### src/rtl/fai_cfg_pkg.sv
// Shared definitions for the FOFB configuration-port initiator: widths,
// the write-acknowledge data word and the FSM state encoding.
package fai_cfg_pkg;

  localparam int FAI_CFG_AW = 11;
  localparam int FAI_CFG_DW = 32;

  localparam logic [FAI_CFG_DW-1:0] FAI_CFG_WR_ACK = 32'h0;

  typedef enum logic [2:0] {
    ST_IDLE      = 3'd0,
    ST_WR        = 3'd1,
    ST_RD_WAIT   = 3'd2,
    ST_RESP      = 3'd3,
    ST_POLL_WAIT = 3'd4
  } fai_cfg_state_e;

endpackage

### src/rtl/fai_cfg_master_if.sv
// Host-side request/response stream of the configuration-port initiator.
// The master modport is the requester; the slave modport is fai_cfg_master.
interface fai_cfg_master_if;
  import fai_cfg_pkg::*;

  logic                  req_valid_i;
  logic                  req_ready_o;
  logic                  req_we_i;
  logic [FAI_CFG_AW-1:0] req_addr_i;
  logic [FAI_CFG_DW-1:0] req_wdata_i;
  logic                  rsp_valid_o;
  logic [FAI_CFG_DW-1:0] rsp_rdata_o;

  modport master (
    output req_valid_i,
    output req_we_i,
    output req_addr_i,
    output req_wdata_i,
    input  req_ready_o,
    input  rsp_valid_o,
    input  rsp_rdata_o
  );

  modport slave (
    input  req_valid_i,
    input  req_we_i,
    input  req_addr_i,
    input  req_wdata_i,
    output req_ready_o,
    output rsp_valid_o,
    output rsp_rdata_o
  );

endinterface

### src/rtl/fai_cfg_master.sv
// Config-port initiator: valid/ready requests become single-word writes or
// fixed-latency reads. Define FAI_CFG_POLL_EN to add the status-window poller.
module fai_cfg_master
  import fai_cfg_pkg::*;
#(
  parameter int                  RD_LATENCY  = 2,
  parameter logic [FAI_CFG_AW-1:0] POLL_BASE = 11'h000,
  parameter int                  POLL_COUNT  = 8,
  parameter logic [15:0]         POLL_PERIOD = 16'd1000
) (
  input  logic                  clk,
  input  logic                  rst,
  fai_cfg_master_if.slave       bus,
  output logic [FAI_CFG_AW-1:0] fai_cfg_a_o,
  output logic [FAI_CFG_DW-1:0] fai_cfg_do_o,
  output logic                  fai_cfg_we_o,
  input  logic [FAI_CFG_DW-1:0] fai_cfg_di_i,
  output logic [FAI_CFG_DW-1:0] poll_dat_o,
  output logic [3:0]            poll_idx_o,
  output logic                  poll_valid_o,
  output logic                  busy_o
);

  fai_cfg_state_e        state_q, state_d;
  logic [FAI_CFG_AW-1:0] addr_q;
  logic [FAI_CFG_DW-1:0] wdata_q;
  logic [FAI_CFG_DW-1:0] rdata_q;
  logic [2:0]            lat_q;
  logic                  lat_done;
  logic                  host_take;
  logic                  poll_start;
  logic [FAI_CFG_AW-1:0] poll_addr;

  // The count completes on the cycle the read data is valid on the port.
  assign lat_done  = (lat_q == 3'(RD_LATENCY - 1));
  assign host_take = (state_q == ST_IDLE) && bus.req_valid_i;

  always_ff @(posedge clk or posedge rst) begin
    if (rst) begin
      state_q <= ST_IDLE;
    end else begin
      state_q <= state_d;
    end
  end

  always_comb begin
    state_d          = state_q;
    bus.req_ready_o  = 1'b0;
    bus.rsp_valid_o  = 1'b0;
    fai_cfg_we_o     = 1'b0;
    busy_o           = 1'b1;
    case (state_q)
      ST_IDLE: begin
        bus.req_ready_o = ~rst;
        busy_o          = 1'b0;
        if (bus.req_valid_i) begin
          state_d = bus.req_we_i ? ST_WR : ST_RD_WAIT;
        end else if (poll_start) begin
          state_d = ST_POLL_WAIT;
        end
      end
      ST_WR: begin
        fai_cfg_we_o = 1'b1;
        state_d      = ST_RESP;
      end
      ST_RD_WAIT: begin
        if (lat_done) state_d = ST_RESP;
      end
      ST_RESP: begin
        bus.rsp_valid_o = 1'b1;
        state_d         = ST_IDLE;
      end
      ST_POLL_WAIT: begin
        if (lat_done) state_d = ST_IDLE;
      end
      default: state_d = ST_IDLE;
    endcase
  end

  always_ff @(posedge clk or posedge rst) begin
    if (rst) begin
      addr_q  <= '0;
      wdata_q <= '0;
      rdata_q <= '0;
      lat_q   <= '0;
    end else begin
      if (host_take) begin
        addr_q  <= bus.req_addr_i;
        wdata_q <= bus.req_wdata_i;
      end else if (poll_start) begin
        addr_q  <= poll_addr;
      end

      if (state_q == ST_IDLE) begin
        lat_q <= '0;
      end else if ((state_q == ST_RD_WAIT || state_q == ST_POLL_WAIT) && !lat_done) begin
        lat_q <= lat_q + 3'd1;
      end

      if (state_q == ST_WR) begin
        rdata_q <= FAI_CFG_WR_ACK;
      end else if (state_q == ST_RD_WAIT && lat_done) begin
        rdata_q <= fai_cfg_di_i;
      end
    end
  end

  assign fai_cfg_a_o     = addr_q;
  assign fai_cfg_do_o    = wdata_q;
  assign bus.rsp_rdata_o = rdata_q;

`ifdef FAI_CFG_POLL_EN
  logic [15:0]           period_q;
  logic                  pending_q;
  logic [3:0]            idx_q;
  logic [FAI_CFG_DW-1:0] pdat_q;
  logic [3:0]            pidx_q;
  logic                  pvld_q;
  logic                  period_wrap;
  logic                  word_done;
  logic                  sweep_end;

  assign period_wrap = (period_q == POLL_PERIOD - 16'd1);
  assign word_done   = (state_q == ST_POLL_WAIT) && lat_done;
  assign sweep_end   = word_done && (idx_q == 4'(POLL_COUNT - 1));
  // Host requests always win; a sweep only advances from IDLE with no request.
  assign poll_start  = (state_q == ST_IDLE) && pending_q && !bus.req_valid_i;
  assign poll_addr   = POLL_BASE + FAI_CFG_AW'(idx_q);

  always_ff @(posedge clk or posedge rst) begin
    if (rst) begin
      period_q  <= '0;
      pending_q <= 1'b0;
      idx_q     <= '0;
      pdat_q    <= '0;
      pidx_q    <= '0;
      pvld_q    <= 1'b0;
    end else begin
      period_q <= period_wrap ? 16'd0 : period_q + 16'd1;
      // A wrap landing on a still-pending sweep is simply absorbed.
      if (sweep_end) begin
        pending_q <= 1'b0;
      end else if (period_wrap) begin
        pending_q <= 1'b1;
      end
      pvld_q <= word_done;
      if (word_done) begin
        pdat_q <= fai_cfg_di_i;
        pidx_q <= idx_q;
        idx_q  <= sweep_end ? 4'd0 : idx_q + 4'd1;
      end
    end
  end

  assign poll_dat_o   = pdat_q;
  assign poll_idx_o   = pidx_q;
  assign poll_valid_o = pvld_q;
`else
  logic unused_poll_cfg;

  assign poll_start      = 1'b0;
  assign poll_addr       = '0;
  assign poll_dat_o      = '0;
  assign poll_idx_o      = '0;
  assign poll_valid_o    = 1'b0;
  assign unused_poll_cfg = ^{POLL_BASE, POLL_PERIOD, 5'(POLL_COUNT)};
`endif

endmodule
### src/flat_wrapper.sv
// flat-port wrapper written by rule: the top's interface ports become plain ports
module fai_cfg_master_flat import fai_cfg_pkg::*;
#(
  parameter int                  RD_LATENCY  = 2,
  parameter logic [FAI_CFG_AW-1:0] POLL_BASE = 11'h000,
  parameter int                  POLL_COUNT  = 8,
  parameter logic [15:0]         POLL_PERIOD = 16'd1000
)
  (clk, rst, fai_cfg_a_o, fai_cfg_do_o, fai_cfg_we_o, fai_cfg_di_i, poll_dat_o, poll_idx_o, poll_valid_o, busy_o, bus_req_valid_i, bus_req_we_i, bus_req_addr_i, bus_req_wdata_i, bus_req_ready_o, bus_rsp_valid_o, bus_rsp_rdata_o);
  fai_cfg_master_if bus_i ();
  input  logic clk;
  input  logic rst;
  output logic [FAI_CFG_AW-1:0] fai_cfg_a_o;
  output logic [FAI_CFG_DW-1:0] fai_cfg_do_o;
  output logic fai_cfg_we_o;
  input  logic [FAI_CFG_DW-1:0] fai_cfg_di_i;
  output logic [FAI_CFG_DW-1:0] poll_dat_o;
  output logic [3:0] poll_idx_o;
  output logic poll_valid_o;
  output logic busy_o;
  input wire logic [$bits(bus_i.req_valid_i)-1:0] bus_req_valid_i;
  input wire logic [$bits(bus_i.req_we_i)-1:0] bus_req_we_i;
  input wire logic [$bits(bus_i.req_addr_i)-1:0] bus_req_addr_i;
  input wire logic [$bits(bus_i.req_wdata_i)-1:0] bus_req_wdata_i;
  output wire logic [$bits(bus_i.req_ready_o)-1:0] bus_req_ready_o;
  output wire logic [$bits(bus_i.rsp_valid_o)-1:0] bus_rsp_valid_o;
  output wire logic [$bits(bus_i.rsp_rdata_o)-1:0] bus_rsp_rdata_o;
  assign bus_i.req_valid_i = bus_req_valid_i;
  assign bus_i.req_we_i = bus_req_we_i;
  assign bus_i.req_addr_i = bus_req_addr_i;
  assign bus_i.req_wdata_i = bus_req_wdata_i;
  assign bus_req_ready_o = bus_i.req_ready_o;
  assign bus_rsp_valid_o = bus_i.rsp_valid_o;
  assign bus_rsp_rdata_o = bus_i.rsp_rdata_o;
  fai_cfg_master #(.RD_LATENCY(RD_LATENCY), .POLL_BASE(POLL_BASE), .POLL_COUNT(POLL_COUNT), .POLL_PERIOD(POLL_PERIOD)) u_core (.clk(clk), .rst(rst), .bus(bus_i), .fai_cfg_a_o(fai_cfg_a_o), .fai_cfg_do_o(fai_cfg_do_o), .fai_cfg_we_o(fai_cfg_we_o), .fai_cfg_di_i(fai_cfg_di_i), .poll_dat_o(poll_dat_o), .poll_idx_o(poll_idx_o), .poll_valid_o(poll_valid_o), .busy_o(busy_o));
endmodule
### config.mk
export PLATFORM = sky130hd
export DESIGN_NAME = fai_cfg_master_flat
export DESIGN_NICKNAME = d
export VERILOG_FILES = /design/src/rtl/fai_cfg_pkg.sv /design/src/rtl/fai_cfg_master_if.sv /design/src/rtl/fai_cfg_master.sv /design/src/flat_wrapper.sv
export SDC_FILE = /design/constraint.sdc
export NUM_CORES = 1
export LEC_CHECK = 0
export BUFFER_PORTS_ARGS = -buffer_cell sky130_fd_sc_hd__buf_2
export CORE_MARGIN = 1.5
export CORE_UTILIZATION = 30
export DETAILED_ROUTE_END_ITERATION = 6
export GPL_TIMING_DRIVEN = 0
export HOLD_SLACK_MARGIN = 0.03
export SYNTH_ARGS = -nofsm -noshare
export SYNTH_HDL_FRONTEND = slang
export SYNTH_SLANG_ARGS = --single-unit
### constraint.sdc
create_clock -name clk -period 2.3 [get_ports clk]
set_input_delay 0.115 -clock clk [delete_from_list [all_inputs] [get_ports clk]]
set_output_delay 0.115 -clock clk [all_outputs]
set_load 0.1 [all_outputs]
== Yosys cells after proc, flatten, opt, wreduce, memory -nomap -nowiden ==
Cells that the tools add are included.
Storage, ports and cells
  word-level logic and storage cells: 37
  output and inout port bits: 116
  register bits after elaboration: 81
  input bits: 79
Cells by class
  reduce and logical (&&, ||, !) cells: 9
  bitwise gates (word level): 1
  multiplexer cells: 13
  add/subtract/negate cells: 1
  equal/unequal tests: 8
Operator list (count)
  2-to-1 mux 32 bit: 2
  2-to-1 mux 3 bit: 5
  case mux 3 bit (4 select lines): 1
  equality test 3 x 1 -> 1 bit, second input constant: 2
  equality test 3 x 2 -> 1 bit, second input constant: 2
  2-to-1 mux 1 bit: 4
  inequality test 2 x 1 -> 1 bit, second input constant: 2
  nonzero test 2 bit: 2
  adder 3 x 1 -> 3 bit, second input constant: 1
  equality test 3 bit, second input constant: 1
  logical AND 1 bit: 3
  zero test 3 bit: 1
  AND reduction 3 bit: 1
  2-to-1 mux 2 bit: 1
  inequality test 2 bit, second input constant: 1
  zero test 1 bit: 1
  logical OR 1 bit: 1
  inverter 1 bit: 1

== Logic depth before layout (Yosys ltp) ==
Gate-level depths: netlist (run 1).
  depth after elaboration: 5
  gate-level depth with buffers: 6
  depth with buffers taken out: 5

== Worst setup path after synthesis (run 1) ==
OpenSTA, ideal clock, no wires.
  path kind: register to output
  start: reg u_core.state_q[0]
  end: out bus_req_ready_o
  path slack: -387 ps
  path buffers: 1
  data arrival time: 2572 ps
  stages on the path, launching flop included: 6
  data required time: 2185 ps
  cells stage by stage: dfrtp_1 -> inv_1 -> ha_1 -> buf_2 -> inv_1 -> nor2_1
On the way
  cells in the longest elaborated chain, start to end: 2
Ends and longest elaborated chain
  start: declaration: RTL line fai_cfg_master.sv:24  | fai_cfg_state_e state_q, state_d;
  start signal: assignment: RTL line fai_cfg_master.sv:42  | state_q <= state_d;
  zero test 3 bit: RTL line fai_cfg_master.sv:52  | case (state_q)
  2-to-1 mux 1 bit: RTL line fai_cfg_master.sv:52
  end: declaration: RTL line flat_wrapper.sv:25  | output wire logic [$bits(bus_i.req_ready_o)-1:0] bus_req_ready_o;
Every way passes these cells.

== Worst setup path after layout (run 1) ==
  start: reg u_core.state_q[1]
  end: out bus_req_ready_o
The elaborated chain is that of the path after synthesis.

==> results of run 1 <==
-- per-layer routing --
metal	global-route usage	vias up	part of all wire
met5	0	-	0
met4	0.0650	0	0.028
met3	0.0379	20	0.055
met2	0.251	105	0.52
met1	0.157	1302	0.40
li1	-	1329	-
-- flip-flops by register name, indices dropped and copies added (netlist names) --
register and cells:
u_core.bus.rsp_rdata_o 32, u_core.fai_cfg_a_o 11, u_core.fai_cfg_do_o 32, u_core.lat_q 3
u_core.state_q 2
-- metrics by stage --
step | hold WS [ps] | util | area (µm²) | instances
floorplan | 248 | - | 3610 | 275
global placement | 339 | 0.402 | 4580 | 575
detailed placement | 149 | 0.405 | 4610 | 576
CTS | 35.8 | 0.500 | 5690 | 666
global route | 34.7 | 0.500 | 5690 | 666
finish | 50.1 | 0.500 | 5690 | 666
-- cell type report --
cell class	count	area (µm²)	share of cell area
timing repair buffer	233	1560	0.275
tap	143	179	0.0314
buffer	48	395	0.0695
inverter	6	25.0	0.00440
multi-input combinational	141	1190	0.209
clock inverter	6	109	0.0191
sequential	80	2000	0.352
clock buffer	9	225	0.0396
-- layout by cell type (no fill, tap or decap), types with 2 or more instances in the layout --
cell type,n
buf_2,158
dfrtp_1,80
dlygate4sd3_1,75
mux2_2,44
buf_4,37
conb_1,37
a22o_2,25
buf_6,10
clkbuf_16,9
a22o_1,7
ha_1,7
inv_1,4
nor2_1,3
a21oi_1,3
bufinv_16,3
mux2i_1,2
clkinv_2,2
-- final timing paths --
kind	startpoint	to	slack, ps	cells past startpoint
max reg2reg	u_core.state_q[0]	u_core.fai_cfg_do_o[6]	590	6
max in group asynchronous	rst	u_core.fai_cfg_do_o[5]	1380	4
max	u_core.state_q[1]	bus_req_ready_o	440	6
min	bus_req_wdata_i[11]	u_core.fai_cfg_do_o[11]	50	2
min reg2reg	u_core.bus.rsp_rdata_o[16]	u_core.bus.rsp_rdata_o[16]	500	1
min in group asynchronous	rst	u_core.fai_cfg_a_o[1]	340	3
-- logic make-up (layout without fill, tap and decap cells) --
group / after synthesis / after routing / share of synthesized area
DFF: 80 / 80 / 0.576
buffers and inverters: 54 / 302 / 0.120
muxes: 46 / 46 / 0.148
AOI/OAI and AO/OA: 40 / 40 / 0.105
and+or+nand+nor: 11 / 11 / 0.0234
adders and majority gates: 7 / 7 / 0.0252
other: 1 / 37 / 0.00108
-- timing repair --
action / in CTS / in global routing
hold buffers: 75 / 0
gates resized for setup: 0 / 0
hold endpoints to repair: 102 / 0
-- worst max-delay path, delay by kind of cell, from the launching register on --
kind / cells / cell delay, ps
AND/OR/NAND/NOR: 1 / 70
adder cells (fa/ha/maj): 1 / 140
buffers and inverters: 4 / 790
flip-flops: 1 / 410
==> reports/qor.txt, run 1 <==
DR iter-0 viols = 100
crit path launch type = register
top-area cell type share of the netlist area = 0.576
initial antenna violation count = 0
die area = 12200 µm²
vias in the first global route = 2841
fill count = 1005
routed vias = 2756
Mapped Area = 3470 µm²
GP Congestion = 0.762
share of layout cells above drive strength 1 = 0.570
Cell Chain, Critical Path = inv_1 > ha_1 > buf_2 > inv_1 > nor2_2 > buf_2
CTS tree = built
setup TNS = 0 ps
Die Wd = 111 µm
Post-synth EDFFs = 0
Synth area leaders = dfrtp_1 (58%), mux2_2 (14%), buf_4 (8.0%)
outcome = finished clean
synth warn = 0
ys flop type = dfrtp_1
final worst slack = 435 ps
Tcrit/Tclk final = 0.811
CP max stage delay = 420 ps
top cells by instance count after synthesis = dfrtp_1 (80), mux2_2 (44), buf_4 (37)
count leader, synth = dfrtp_1
GRT Overall Usage = 0.141
Tmin final = 1860 ps
number of remaining DRC errors = 0
CTS root buf = clkbuf_16
global-route wire length before repair = 13800 µm
clk sinks = 80
critical path endpoint category = output port
antenna-violating nets left = 0
row cnt = 39
Data arrival, critical path = 1750 ps
DR pass1 iterations = 5
worst-skew pair later-pin latency = 320 ps
Antenna Cells = 0
Max-Cap Viols = 0
Initial Util = 0.305
skew final = 3.28 ps
per-cell routed wire length = 13.0 µm
Max FO, Critical Path = 7
RSZ-0062 raised after global routing = no
min-delay worst type = in2reg
clock-pin transition on the worst setup and hold timing paths = 60 ps
final setup fails = 0
Fin. Hold Viols = 0
synthesized flop and latch total = 80
I/O pin count = 195
Congestion Overflow GR = 0
Place WS = 550 ps
Yosys top cell by area = dfrtp_1
die height = 111 µm
synthesized netlist cell count = 239
clock buffer depth = 2
Unique masters post-synth = 26
dpl hpwl = 5740 µm
Max Slew Vio Count = 0
highest clock rate = 536 MHz
Nets = 605
Crit path required time = 2180 ps
area growth from synthesis to layout = 63.8%
average vias per placed instance = 4.14
CP max-delay cell = buf_2
mean area per synthesized cell = 14.5 µm²
Core ar. = 11400 µm²
Total Wirelength = 8650 µm
asr flop ratio synth = 1.00
port bufs = 157
CTS H-tree lvls = 3
largest net degree at the start of global routing = 53
CP Class = reg2out
Seq/Total Area, Yosys = 0.576
post-CTS setup buffers = 0
CTS buffer count = 9
Power of run 1 is left out: the tool's default activity adds up to more than one toggle a clock period on the data nets, which glitch-free logic cannot reach.
==> run 2: changes to the inputs <==
==> constraint.sdc (replaced) <==
create_clock -name clk -period 1.7 [get_ports clk]
set_input_delay 0.085 -clock clk [delete_from_list [all_inputs] [get_ports clk]]
set_output_delay 0.085 -clock clk [all_outputs]
set_load 0.1 [all_outputs]
==> reports/qor.txt, run 2 (synthesis results as in run 1) <==
worst r2r dst = u_core.bus.rsp_rdata_o[21] (was u_core.fai_cfg_do_o[6])
Total Wirelength = 8570 µm (was 8650 µm)
number of remaining DRC errors = 0 (unchanged)
per-cell routed wire length = 12.8 µm (was 13.0 µm)
final worst slack = 81.0 ps (was 435 ps)
critical path endpoint category = output port (unchanged)
Max Slew Vio Count = 0 (unchanged)
routed vias = 2766 (was 2756)
Crit path buffers/inverters = 4 (unchanged)
min-delay worst type = in2reg (unchanged)
share of layout cells above drive strength 1 = 0.586 (was 0.570)
hold endpoint = u_core.state_q[1] (was u_core.fai_cfg_do_o[11])
DR pass1 iterations = 4 (was 5)
I/O pin count = 195 (unchanged)
Place WS = -34.6 ps (was 550 ps)
DR iter-0 viols = 111 (was 100)
CTS H-tree lvls = 3 (unchanged)
skew final = 8.00 ps (was 3.28 ps)
Max-Cap Viols = 0 (unchanged)
commonest non-fill, non-tap cell in the layout = buf_2 (unchanged)
CP Class = reg2out (unchanged)
CTS tree = built (unchanged)
highest clock rate = 618 MHz
largest net degree at the start of global routing = 42 (was 53)
CP max stage delay = 430 ps (was 420 ps)
CTS buffer count = 9 (unchanged)
Reg-to-Reg Start = u_core.state_q[0] (unchanged)
Slew @ Worst Pin = 899 ps
Crit path max-delay family = buffers and inverters (unchanged)
die height = 111 µm (unchanged)
initial antenna violation count = 0 (unchanged)
row cnt = 39 (unchanged)
area growth from synthesis to layout = 65.1% (was 63.8%)
Final Instance Area = 5730 µm² (was 5690 µm²)
Core ar. = 11400 µm² (unchanged)
setup slack, reg-to-reg = 120 ps (was 590 ps)
global-route wire length before repair = 13800 µm (about the same)
GRT Overall Usage = 0.140 (was 0.141)
final setup fails = 0 (unchanged)
antenna-violating nets left = 0 (unchanged)
dpl hpwl = 5720 µm (was 5740 µm)
worst-skew pair later-pin latency = 330 ps (was 320 ps)
Cell Chain, Critical Path = inv_2 > ha_4 > buf_6 > clkinvlp_4 > nor2_4 > buf_12 (was inv_1 > ha_1 > buf_2 > inv_1 > nor2_2 > buf_2)
commonest cells after routing, fill and taps aside = buf_2 (155), dfrtp_1 (79), dlygate4sd3_1 (76) (was buf_2 (158), dfrtp_1 (80), dlygate4sd3_1 (75))
reg2reg path depth = 6 (unchanged)
outcome = finished clean (unchanged)
die area = 12200 µm² (unchanged)
fill count = 973 (was 1005)
Placement Cell Area = 4630 µm² (was 4610 µm²)
clock-pin transition on the worst setup and hold timing paths = 60 ps (about the same)
RSZ-0062 raised after global routing = no (unchanged)
Nets = 611 (was 605)
Congestion Overflow GR = 0 (unchanged)
Crit path required time = 1620 ps (was 2180 ps)
port bufs = 157 (unchanged)
hold depth = 4 (was 2)
Fin. Hold Viols = 0 (unchanged)
Tmin final = 1620 ps
clock buffer depth = 2 (unchanged)
crit path launch type = register (unchanged)
Antenna Cells = 0 (unchanged)
Die Wd = 111 µm (unchanged)
hold_sp = bus_req_we_i (was bus_req_wdata_i[11])
Multi-input gate area = 1220 µm² (was 1190 µm²)
GP Congestion = 0.705 (was 0.762)
CP startpoint = u_core.state_q[0] (was u_core.state_q[1])
Max FO, Critical Path = 5 (was 7)
average vias per placed instance = 4.12 (was 4.14)
register area = 2000 µm² (about the same)
Slew headroom = 0.399
CP max-delay cell = dfrtp_2 (was buf_2)
CTS root buf = clkbuf_16 (unchanged)
vias in the first global route = 2858 (was 2841)
Data arrival, critical path = 1530 ps (was 1750 ps)
Initial Util = 0.305 (unchanged)
clk sinks = 80 (unchanged)
Tcrit/Tclk final = 0.952
==> run 2: changes by cell type in the layout (fill, tap and decap cells not counted), sizes merged <==
cell	delta
buf	+5
bufinv	-3
clkbuf	+3
clkinvlp	+3
inv	-2
clkinv	-1
dlygate4sd3	+1
==> run 2: cell type report <==
class	instances	area share
timing repair buffer	239	0.283
multi-input combinational	141	0.214
inverter	6	0.00524
sequential	80	0.349
buffer	48	0.0700
tap	143	0.0312
clock buffer	12	0.0447
clock inverter	3	0.00305
==> run 2: worst max path at each step <==
stage                                 end  slack, ps  depth (start not counted)
6_report                  bus_req_ready_o         80                          6
4_1_cts                   bus_req_ready_o        -30                          6
3_5_place_dp      u_core.fai_cfg_do_o[16]        -30                          6
2_1_floorplan             bus_req_ready_o       -260                          5
5_1_grt        u_core.bus.rsp_rdata_o[21]         10                          6
3_3_place_gp      u_core.fai_cfg_do_o[20]         20                          6
==> run 2: metrics by stage <==
step | utilization | hold slack (ps) | std cells | setup TNS [ps]
after floorplan | - | 218 | 275 | -549
after global routing | 0.504 | 159 | 672 | 0
after CTS | 0.499 | 103 | 667 | -141
after detailed placement | 0.407 | 307 | 576 | -729
final | 0.504 | 142 | 672 | 0
after global placement | 0.405 | 304 | 575 | 0
==> run 2: routing by layer <==
metal	part of all wire	routed length [µm]	track usage	vias to the layer above
met1	0.42	3620	0.165	1308
met4	0.013	112	0.0436	0
met2	0.51	4330	0.246	111
met3	0.059	508	0.0401	10
li1	-	-	-	1337
met5	0	0	0	-
==> run 2: repair_timing <==
action / CTS / global route
hold buffers: 76 / 0
endpoints found under the hold margin: 114 / 0
gates cloned: 0 / 0
setup endpoints to repair: 53 / 62
resized for setup: 4 / 6
buffers inserted: 0 / 5
pin swaps: 0 / 1
==> run 2: worst reg2reg max path, stage by stage, from the launching register on <==
cell and delay [ps]:
dfrtp_2 430, inv_2 90, ha_2 260, inv_2 80, nor3_4 310, buf_6 200, a22o_2 150
Power of run 2 is left out for the same reason.
==> run 3: changes to the inputs <==
--- a/config.mk
+++ b/config.mk
@@ -5,6 +5,7 @@
 export SDC_FILE = /design/constraint.sdc
 export NUM_CORES = 1
 export LEC_CHECK = 0
+export ABC_AREA = 1
 export BUFFER_PORTS_ARGS = -buffer_cell sky130_fd_sc_hd__buf_2
 export CORE_MARGIN = 1.5
 export CORE_UTILIZATION = 30
@@ -14,3 +15,4 @@
 export SYNTH_ARGS = -nofsm -noshare
 export SYNTH_HDL_FRONTEND = slang
 export SYNTH_SLANG_ARGS = --single-unit
+export TNS_END_PERCENT = 5
==> reports/qor.txt, run 3 <==
worst hold margin = 102 ps (was 142 ps)
Unique masters post-synth = 19 (was 26)
initial antenna violation count = 0 (unchanged)
Slew @ Worst Pin = 512 ps (was 899 ps)
Data arrival, critical path = 1550 ps (was 1530 ps)
GP Congestion = 0.750 (was 0.705)
Yosys top cell by area = dfrtp_1 (unchanged)
clock buffer depth = 2 (unchanged)
Crit path buffers/inverters = 3 (was 4)
share of layout cells above drive strength 1 = 0.339 (was 0.586)
worst-skew pair later-pin latency = 330 ps (about the same)
per-cell routed wire length = 12.3 µm (was 12.8 µm)
row cnt = 40 (was 39)
crit path launch type = register (unchanged)
CTS root buf = clkbuf_16 (unchanged)
Initial Util = 0.305 (about the same)
largest net degree at the start of global routing = 41 (was 42)
Crit path max-delay family = buffers and inverters (unchanged)
asr flop ratio synth = 1.00 (unchanged)
CP max stage delay = 430 ps (about the same)
Seq/Total Area, Yosys = 0.551 (was 0.576)
die height = 113 µm (was 111 µm)
Total Wirelength = 10400 µm (was 8570 µm)
CP max-delay cell = dfrtp_1 (was dfrtp_2)
final setup fails = 0 (unchanged)
Final Util = 0.496 (was 0.504)
commonest non-fill, non-tap cell in the layout = nand2_1 (was buf_2)
CTS buffer count = 9 (unchanged)
global-route wire length before repair = 16900 µm (was 13800 µm)
outcome = finished clean (unchanged)
skew final = 4.69 ps (was 8.00 ps)
hold_sp = bus_req_we_i (unchanged)
top cells by instance count after synthesis = nand2_1 (166), dfrtp_1 (80), nand3_1 (77) (was dfrtp_1 (80), mux2_2 (44), buf_4 (37))
Max FO, Critical Path = 8 (was 5)
port bufs = 156 (was 157)
commonest cells after routing, fill and taps aside = nand2_1 (165), buf_2 (161), dfrtp_1 (80) (was buf_2 (155), dfrtp_1 (79), dlygate4sd3_1 (76))
CTS H-tree lvls = 3 (unchanged)
Core ar. = 11900 µm² (was 11400 µm²)
RSZ-0062 raised after global routing = yes (was no)
antenna-violating nets left = 0 (unchanged)
synthesized flop and latch total = 80 (unchanged)
min-delay worst type = in2reg (unchanged)
I/O pin count = 195 (unchanged)
number of remaining DRC errors = 0 (unchanged)
GRT Overall Usage = 0.165 (was 0.140)
Synth area leaders = dfrtp_1 (55%), nand2_1 (17%), nand3_1 (11%) (was dfrtp_1 (58%), mux2_2 (14%), buf_4 (8.0%))
DR iter-0 viols = 129 (was 111)
Max-Cap Viols = 0 (unchanged)
Nets = 780 (was 611)
Slew headroom = 0.661 (was 0.399)
vias in the first global route = 3577 (was 2858)
count leader, synth = nand2_1 (was dfrtp_1)
DR pass1 iterations = 6 (was 4)
clk sinks = 80 (unchanged)
Tmin final = 1630 ps (was 1620 ps)
dpl hpwl = 7000 µm (was 5720 µm)
CTS tree = built (unchanged)
Max Slew Vio Count = 0 (unchanged)
average vias per placed instance = 4.28 (was 4.12)
synth warn = 0 (unchanged)
CP startpoint = u_core.state_q[0] (unchanged)
Tcrit/Tclk final = 0.960 (was 0.952)
critical path endpoint category = output port (unchanged)
top-area cell type share of the netlist area = 0.551 (was 0.576)
Congestion Overflow GR = 0 (unchanged)
die area = 12800 µm² (was 12200 µm²)
mean area per synthesized cell = 8.80 µm² (was 14.5 µm²)
area growth from synthesis to layout = 62.6% (was 65.1%)
ys flop type = dfrtp_1 (unchanged)
Mapped Area = 3630 µm² (was 3470 µm²)
Crit path required time = 1620 ps (about the same)
Cell Chain, Critical Path = inv_1 > ha_1 > clkinv_2 > nor2_4 > buf_8 (was inv_2 > ha_4 > buf_6 > clkinvlp_4 > nor2_4 > buf_12)
highest clock rate = 613 MHz (was 618 MHz)
Antenna Cells = 0 (unchanged)
synthesized netlist cell count = 413 (was 239)
routed vias = 3625 (was 2766)
Die Wd = 113 µm (was 111 µm)
CP Class = reg2out (unchanged)
Post-synth EDFFs = 0 (unchanged)
clock-pin transition on the worst setup and hold timing paths = 60 ps (about the same)
Fin. Hold Viols = 0 (unchanged)
Reg-to-Reg Start = u_core.state_q[1] (was u_core.state_q[0])
[run 3: tightest hold or removal path, cell delays in order]
cell and delay, ps:
buf_2 100, nand2_1 50, a21oi_1 50, nand2_1 60, nand2_1 40
[run 3: final cells by class]
cell class	count	area [µm²]
multi-input combinational	299	1340
clock buffer	11	253
inverter	10	42.5
timing repair buffer	234	1600
sequential	80	2000
buffer	60	412
tap	147	184
fill	1085	6000
clock inverter	5	78.8
[run 3: worst paths after layout]
kind | endpoint | slack, ps | cells past startpoint
min in group asynchronous | u_core.lat_q[0] | 220 | 3
worst max-delay path | bus_req_ready_o | 70 | 5
max in group asynchronous | u_core.bus.rsp_rdata_o[27] | 1070 | 4
worst max register to register | u_core.bus.rsp_rdata_o[19] | 130 | 6
worst min-delay path | u_core.state_q[0] | 100 | 5
worst min register to register | u_core.fai_cfg_do_o[21] | 470 | 2
[run 3: metal layers]
| layer | part of all wire | global-route usage | vias up |
|---|---|---|---|
| met3 | 0.084 | 0.0455 | 15 |
| met4 | 0.017 | 0.0758 | 0 |
| met5 | 0 | 0 | - |
| met1 | 0.42 | 0.190 | 1667 |
| li1 | - | - | 1794 |
| met2 | 0.48 | 0.286 | 149 |
[run 3: logic make-up after synthesis]
logic type	after synthesis	share of synthesized area
AO/OA/AOI/OAI	4	0.00620
XOR/XNOR	1	0.00241
adder cells (fa/ha/maj)	7	0.0241
buffers and inverters	70	0.120
flip-flops	80	0.551
other	1	0.00103
AND/OR/NAND/NOR	250	0.295
[run 3: per-stage QoR]
| step | TNS (ps) | cells | setup WS (ps) | instance area [µm²] |
|---|---|---|---|---|
| 4_1_cts | 0 | 846 | 22.7 | 5890 |
| 2_1_floorplan | -1100 | 449 | -79.3 | 3780 |
| 5_1_grt | -154 | 846 | -51.3 | 5910 |
| 3_5_place_dp | 0 | 754 | 87.0 | 4790 |
| 6_report | 0 | 846 | 68.4 | 5910 |
| 3_3_place_gp | 0 | 752 | 35.5 | 4750 |
[run 3: what timing repair did]
item                                   in CTS  in global routing
hold buffers                               76                  0
gates cloned                                0                  0
setup endpoints to repair                   3                 54
gates resized for setup                     4                 11
endpoints found under the hold margin     155                  0
setup buffers                               0                  0
Power of run 3 is left out for the same reason.
